`src/rtl/poly_interp_6x.sv`:
```
// poly_interp_6x
//
// Polyphase interpolating FIR for the synthesis (inverse DWT) path. Each accepted
// low-rate sample produces PHASES high-rate output samples, one per clock. Phase p is
// the TAPS-tap dot product of coefficient row p with a shared input delay line. The
// coefficients live in a runtime-writable register bank.
//
// Ports
//   clk         clock
//   rstn        asynchronous active-low reset (clears delay line, coefficients, FSM, outputs)
//   flush       synchronous clear of the delay line and any burst in progress; coefficients kept
//   in_valid    input sample valid
//   in_ready    a sample can be accepted this cycle
//   in_data     signed low-rate sample (W_IN bits)
//   coef_we     coefficient write strobe
//   coef_addr   coefficient index = phase*TAPS + tap; indices >= PHASES*TAPS are ignored
//   coef_wdata  signed coefficient (C_IN bits)
//   out_valid   out_data holds a freshly computed phase
//   out_phase   phase index of out_data (0..PHASES-1)
//   out_data    signed interpolated sample (Y_OUT bits)
//
// Timing: a sample accepted at edge t makes phase p visible after edge t+1+p. With
// in_valid held high the next sample is taken on the last-phase cycle, so output is
// continuous.

module poly_interp_6x #(
    parameter int unsigned W_IN   = 7,
    parameter int unsigned C_IN   = 5,
    parameter int unsigned Y_OUT  = 20,
    parameter int unsigned PHASES = 6,
    parameter int unsigned TAPS   = 4,
    parameter int unsigned A_W    = 5
) (
    input  logic             clk,
    input  logic             rstn,
    input  logic             flush,
    input  logic             in_valid,
    output logic             in_ready,
    input  logic [W_IN-1:0]  in_data,
    input  logic             coef_we,
    input  logic [A_W-1:0]   coef_addr,
    input  logic [C_IN-1:0]  coef_wdata,
    output logic             out_valid,
    output logic [2:0]       out_phase,
    output logic [Y_OUT-1:0] out_data
);

    localparam int unsigned NCOEF = PHASES * TAPS;
    // Full-precision product width.
    localparam int unsigned P_W = W_IN + C_IN;
    localparam logic [2:0]  LAST_PHASE = 3'(PHASES - 1);
    localparam logic [A_W:0] NCOEF_LIM = (A_W + 1)'(NCOEF);

    typedef enum logic {
        StIdle,
        StRun
    } state_e;

    state_e          state_q;
    logic [2:0]      phase_q;
    logic [W_IN-1:0] d_q    [TAPS];
    logic [C_IN-1:0] coef_q [NCOEF];

    logic                  accept;
    logic                  compute;
    logic                  coef_hit;
    logic [A_W-1:0]        cidx [TAPS];
    logic signed [P_W-1:0] prod [TAPS];
    logic [Y_OUT-1:0]      y_sum;

    // Ready in IDLE, or on the last phase of a burst so the next burst follows with
    // no bubble. A flush cycle never accepts.
    always_comb begin
        in_ready = !flush && ((state_q == StIdle) || (phase_q == LAST_PHASE));
        accept   = in_valid && in_ready;
        compute  = (state_q == StRun) && !flush;
        coef_hit = coef_we && ({1'b0, coef_addr} < NCOEF_LIM);
    end

    // Dot product for the current phase. The accumulator is Y_OUT bits wide. The sign
    // extension of each product, together with modulo-2^Y_OUT addition, gives the exact
    // sum when it fits. When the sum is wider than Y_OUT it gives the two's-complement
    // wrap, that is, the low Y_OUT bits.
    always_comb begin
        y_sum = '0;
        for (int k = 0; k < TAPS; k++) begin
            cidx[k] = A_W'(32'(phase_q) * TAPS + 32'(k));
            prod[k] = P_W'($signed(coef_q[cidx[k]])) * P_W'($signed(d_q[k]));
            y_sum   = y_sum + Y_OUT'(prod[k]);
        end
    end

    // Coefficient bank. A write takes effect after the edge, so a computation in the
    // same cycle still sees the old value. Writes are allowed in any state.
    always_ff @(posedge clk or negedge rstn) begin
        if (!rstn) begin
            for (int i = 0; i < NCOEF; i++) begin
                coef_q[i] <= '0;
            end
        end else if (coef_hit) begin
            coef_q[coef_addr] <= coef_wdata;
        end
    end

    // Delay line, burst FSM and registered outputs.
    always_ff @(posedge clk or negedge rstn) begin
        if (!rstn) begin
            for (int k = 0; k < TAPS; k++) begin
                d_q[k] <= '0;
            end
            state_q   <= StIdle;
            phase_q   <= '0;
            out_valid <= 1'b0;
            out_phase <= '0;
            out_data  <= '0;
        end else if (flush) begin
            for (int k = 0; k < TAPS; k++) begin
                d_q[k] <= '0;
            end
            state_q   <= StIdle;
            phase_q   <= '0;
            out_valid <= 1'b0;
        end else begin
            if (accept) begin
                d_q[0] <= in_data;
                for (int k = 1; k < TAPS; k++) begin
                    d_q[k] <= d_q[k-1];
                end
            end

            unique case (state_q)
                StIdle: begin
                    out_valid <= 1'b0;
                    if (accept) begin
                        state_q <= StRun;
                        phase_q <= '0;
                    end
                end
                StRun: begin
                    // The last phase reads the pre-shift delay line, because d_q
                    // updates on this same edge.
                    out_data  <= y_sum;
                    out_phase <= phase_q;
                    out_valid <= compute;
                    if (phase_q == LAST_PHASE) begin
                        phase_q <= '0;
                        if (!accept) begin
                            state_q <= StIdle;
                        end
                    end else begin
                        phase_q <= phase_q + 3'd1;
                    end
                end
                default: begin
                    state_q   <= StIdle;
                    phase_q   <= '0;
                    out_valid <= 1'b0;
                end
            endcase
        end
    end

endmodule

```
`config.mk`:
```
export PLATFORM = sky130hd
export DESIGN_NAME = poly_interp_6x
export DESIGN_NICKNAME = d
export VERILOG_FILES = /design/src/rtl/poly_interp_6x.sv
export SDC_FILE = /design/constraint.sdc
export NUM_CORES = 1
export LEC_CHECK = 0
export ABC_AREA = 0
export BUFFER_PORTS_ARGS = -buffer_cell sky130_fd_sc_hd__buf_2
export CAP_MARGIN = 0
export CORE_MARGIN = 2
export CORE_UTILIZATION = 61
export DETAILED_ROUTE_END_ITERATION = 10
export PLACE_DENSITY = 0.79
export SKIP_CTS_REPAIR_TIMING = 1
export SKIP_LAST_GASP = 1
export SYNTH_ARGS = -nofsm -noshare
export SYNTH_HDL_FRONTEND = slang
export SYNTH_SLANG_ARGS = --single-unit
```
`constraint.sdc`:
```
create_clock -name clk -period 18.2 [get_ports clk]
set_clock_uncertainty 0.05 [all_clocks]
set_input_delay 1.82 -clock clk [delete_from_list [all_inputs] [get_ports clk]]
set_output_delay 1.82 -clock clk [all_outputs]
set_load 0.02 [all_outputs]
```
* Word-level counts from Yosys, hierarchy flattened *
Index checks and enable logic that the tools add are counted.
W data, S select, Z words.

cells by class
  multipliers = 4
  multiplexer cells = 27
  eq/ne operators = 2
  bitwise operators = 7
  add/subtract/negate cells = 7
  reduce and logical (&&, ||, !) cells = 9
  order comparisons = 7

operators with widths
  cell                   count
  $bwmux W120            1
  $bmux W5 S5            4
  $mux W28               2
  $mul A5 B7 Y12         4
  $mux W5                9
  $ge A6 B6 Y1 const B   5
  $not A5 Y6             5
  $demux W5 S5           1
  $add A14 B12 Y15       1
  $add A13 B12 Y14       1
  $add A12 B12 Y13       1
  $add A5 B2 Y5 const B  2
  $mux W3                3
  $lt A6 B1 Y1 const B   1
  $pmux W3 S2            1
  $add A5 B1 Y5 const B  1
  $logic_and A1 B1 Y1    5
  $lt A5 B5 Y1 const B   1
  $mux W1                4
  $pmux W1 S2            2
  $add A3 B1 Y3 const B  1
  $eq A3 B3 Y1 const B   1
  $ne A3 B3 Y1 const B   1
  $not A1 Y1             2
  other kinds (4)        4

word-level totals
  register bits = 176
  bits of input ports = 22

* Logic depth before layout (Yosys ltp) *
  depth after elaboration = 9
  mapped depth = 28
  gate-level depth less buffers = 25

* Worst setup path before layout *
OpenSTA, ideal clock, no wires.

  path type = reg2reg
  start point = register phase_q[0]
  end point = register out_data[13]
  setup slack = 11.203 ns
  period minus slack after synthesis = 6.997 ns
  stages on the path, launching flop included = 24
  arrival time = 6.852 ns
  library setup time = 0.095 ns
  cell sequence = dfrtp_1 > buf_6 > buf_2 > mux4_2 > a21oi_1 > nor2b_1 > fa_1 > inv_1 > fa_1 > inv_1 > fa_1 > fa_1 > fa_1 > fa_1 > inv_1 > fa_1 > inv_1 > ha_1 > a21o_1 > a21oi_1 > a21boi_0 > a221o_1 > a211o_1 > o31ai_1

between the ends
  longest elaborated chain between the ends = 9
  elaborated cells between the ends (all ways) = 26
  classes of those cells = add/sub: 6; mul: 4; mux: 12; bitwise: 4

ends and longest elaborated chain
  element                                      line  RTL
  start: declaration                           60    logic [2:0] phase_q;
  start signal: assignment                     151   phase_q <= phase_q + 3'd1;
  $add A5 B1 Y5                                87    cidx[k] = A_W'(32'(phase_q) * TAPS + 32'(k));
  $not A5 Y6 (not written as such)             88    prod[k] = P_W'($signed(coef_q[cidx[k]])) * P_W'($signed(d_q[k]));
  $bmux W5 S5                                  88
  $mux W5 (not written as such) (2 in series)  88
  $mul A5 B7 Y12                               88
  $add A12 B12 Y13                             89    y_sum = y_sum + Y_OUT'(prod[k]);
  $add A13 B12 Y14                             89
  $add A14 B12 Y15 *                           89
  end signal: assignment                       142   out_data <= y_sum;
  end: declaration                             45    output logic [Y_OUT-1:0] out_data

Mark *: on every way between the ends. The rest lies on a longest branch, timed or not. The select of a mux whose other input is x is not followed.
A chain may end at the register's enable or synchronous reset.

* Final worst setup path *
  start point = register phase_q[1]
  end point = register out_data[13]

The elaborated chain is that of the path after synthesis.

==> flow_summary.toml <==
[synthesis]
synth_area_leaders = "dfrtp_1, fa_1, mux2_2"
synth_cells = 1256
synth.distinct_cells = 47
postSynth.asyncResetShare = 1.000
yosysTopAreaCell = "dfrtp_1"
yosysTopAreaCellShare = 0.3079
synth.most_common_cell = "inv_1"
yosysSeqAreaShare = 0.3079
synth.cell_area_sq_um = 13900
avgSynthCellArea_sq_um = 11.07
synthTopCellsByCount = "inv_1, fa_1, dfrtp_1"
synth-edff-count = 0
syn_nets = 1513
synth_flop_cell = "dfrtp_1"
yosysWarnings = 0
ys_seq_elements = 171

[worst_setup_path]
crit_chain = "buf_4 -> nand2b_1 -> nor2_1 -> a21oi_1 -> nor2b_1 -> fa_1 -> fa_1 -> inv_1 -> fa_1 -> fa_1 -> inv_1 -> fa_1 -> inv_1 -> fa_1 -> inv_1 -> fa_1 -> ha_1 -> a21o_1 -> a21oi_1 -> a21boi_0 -> a221o_1 -> a211o_1 -> o31ai_1"
worst_path_max_delay_cell = "nand2b_1"
slowest_delay_ps = 810
critPathLaunchType = "flop"
cp_data_arrival_time_ps = 8310
crit_start = "phase_q[1]"
crit_path_end_kind = "flop"
cp_common_cell = "fa_1"
r2r_start = "phase_q[1]"
cp_max_fo = 25
path_class = "reg -> reg"
required_ps = 18490

[final_layout]
syn2layout_area_growth_pct = 7.148
nets = 1537
fillers = 1672
drive_above_1_share = 0.1856
antennaDiodeCount = 0

[power_and_ir_drop]
peakVddDrop_v = 0.00007046
p_per_area_nw_per_um2 = 118.0
p_leak_nw = 7.193

[place]
dp_hpwl_um = 22150
place.gp.congestion = 0.8699
post-place-ws_ps = 10280
io_buffers = 46

[floorplanning]
start_util = 0.6176
die_x_um = 154.9
die_y_um = 154.9
num_rows = 55
fp.coreArea_sq_um = 22500
die-area_sq_um = 24010
io_pins = 47

[timing]
finalCritPeriodShare = 0.4406
fin_crit_ps = 8019
clock.fmax_ghz = 0.1247
fin_setup_tns_ps = 0
slew_violations = 0
hold_viol = 0
setup_viol = 0
tightest_slew_ps = 1001
rsz0062_at_grt = "false"
setup_ws_ps = 10180
maxSlewHeadroom = 0.3328

[routing]
ant_nets = 0
drt_iter0_drc = 540
dr_total_vias = 8887
viasPerCell = 5.632
routed_wl_um = 29500
wire_per_inst_um = 18.69
first_pass_iters = 5
drcViolationCount = 0

[grt]
grt_max_degree = 96
grt_pass1_wl_um = 49590
track_usage = 0.2653
grt-ovfl-total = 0
grt_pass1_vias = 9527
antenna_found_initial = 0

[clock_network]
cts_tree = "yes"
cts_buffers = 17
clockBufferDepth = 2
clk_latency_ps = 440
clk_pin_slew_ps = 80
cts.sinks = 171
clock-root-buffer = "clkbuf_16"
ctsHtreeMaxLevel = 4

[status]
outcome = "complete, no violations"

[worst_hold_path]
hold_class = "reg -> reg"
worstHoldStart = "out_data[2]"

[job]
maxCapViolCount = 0
[placed cells by master, fill, tap and decap left out, types with 2 or more instances in the layout]
master,netlist,routed
buf_4,8,4
mux2_2,121,121
xnor2_1,16,16
nor3_1,2,2
or2_2,13,13
o21ai_0,46,46
dfrtp_1,171,170
inv_6,0,5
clkinv_4,0,2
a21oi_1,22,22
nand2_1,112,112
and3_1,2,2
buf_2,4,45
o21ai_1,3,3
nor2_1,39,39
nand4_1,2,2
nand3_1,2,2
a21boi_0,3,3
inv_8,0,3
xor2_1,4,4
clkbuf_16,0,17
and2_1,18,17
fa_1,172,172
inv_1,219,219
ha_1,63,63
and3b_1,2,2
a21o_1,5,5
nand2b_1,49,49
nor3b_1,3,3
mux2i_1,24,24
o21a_1,2,2
mux4_2,20,20
o31ai_1,3,3
nor2b_1,58,58
o21bai_1,2,2
clkinv_8,0,3
[path summary, 6_finish.rpt]
kind                                end  slack [ps]  cells past startpoint
hold / removal              out_data[2]         420                      2
setup / recovery           out_data[13]       10180                     23
hold reg to reg             out_data[2]         420                      2
min in group asynchronous    coef_q[36]        1420                      1
max in group asynchronous        d_q[5]       15140                      2
setup reg to reg           out_data[13]       10180                     23
[kinds of logic after synthesis]
| family | after synthesis | share of synthesized area |
|---|---|---|
| flops | 171 | 0.3079 |
| fa+ha+maj | 236 | 0.3052 |
| xor+xnor | 20 | 0.01260 |
| mux | 165 | 0.1477 |
| buf+inv | 265 | 0.07517 |
| compound gates | 93 | 0.03808 |
| simple gates | 306 | 0.1133 |
[power breakdown]
part | switching (mW) | internal, mW
Combinational | 0.507 | 0.406
Sequential | 0.0379 | 0.444
Clock | 0.176 | 0.187
[sequential cells by signal, summed over array words and instances, names as in the netlist]
signal	cells
out_phase	3
phase_q	3
state_q	1
d_q	28
coef_q	120
out_data	15
out_valid	1
[cell type report]
cell class	instances	area, sq um	area share
inverters	220	825.8	0.05545
clock buffers	19	442.9	0.02974
well taps	285	356.6	0.02395
repair buffers	50	266.5	0.01790
flip-flops and latches	171	4280	0.2874
clock inverters	13	143.9	0.009662
multi-input cells	820	8576	0.5759
[critical path: cells and delay by family (launching register included)]
kind / cells / cell delay [ps]
adder cells (fa/ha/maj): 8 / 3840
AO/OA/AOI/OAI: 7 / 1970
AND/OR/NAND/NOR: 3 / 1150
buffers and inverters: 5 / 570
flip-flops: 1 / 330
[stage by stage]
stage | total power [mW] | cell area, sq um | hold slack, ps | std cells | util
6_report | 1.757 | 14890 | 422.3 | 1578 | 0.6618
5_1_grt | 1.918 | 14890 | 453.8 | 1578 | 0.6618
4_1_cts | 1.762 | 14890 | 422.2 | 1578 | 0.6618
3_5_place_dp | 1.397 | 14310 | 407.0 | 1546 | 0.6357
3_3_place_gp | 1.362 | 14310 | 402.2 | 1546 | 0.6357
2_1_floorplan | 1.202 | 13900 | 423.9 | 1256 | -
[per-layer routing]
layer  part of all wire  vias up  wire [um]  track usage
met5                  0        -          0            0
met4              0.017        0        510      0.06437
met3              0.070       43       2052      0.05794
met2               0.48      286      14030       0.4233
met1               0.44     4563      12900       0.3770
li1                   -     3995          -            -
(Power assumes the default switching activity.)
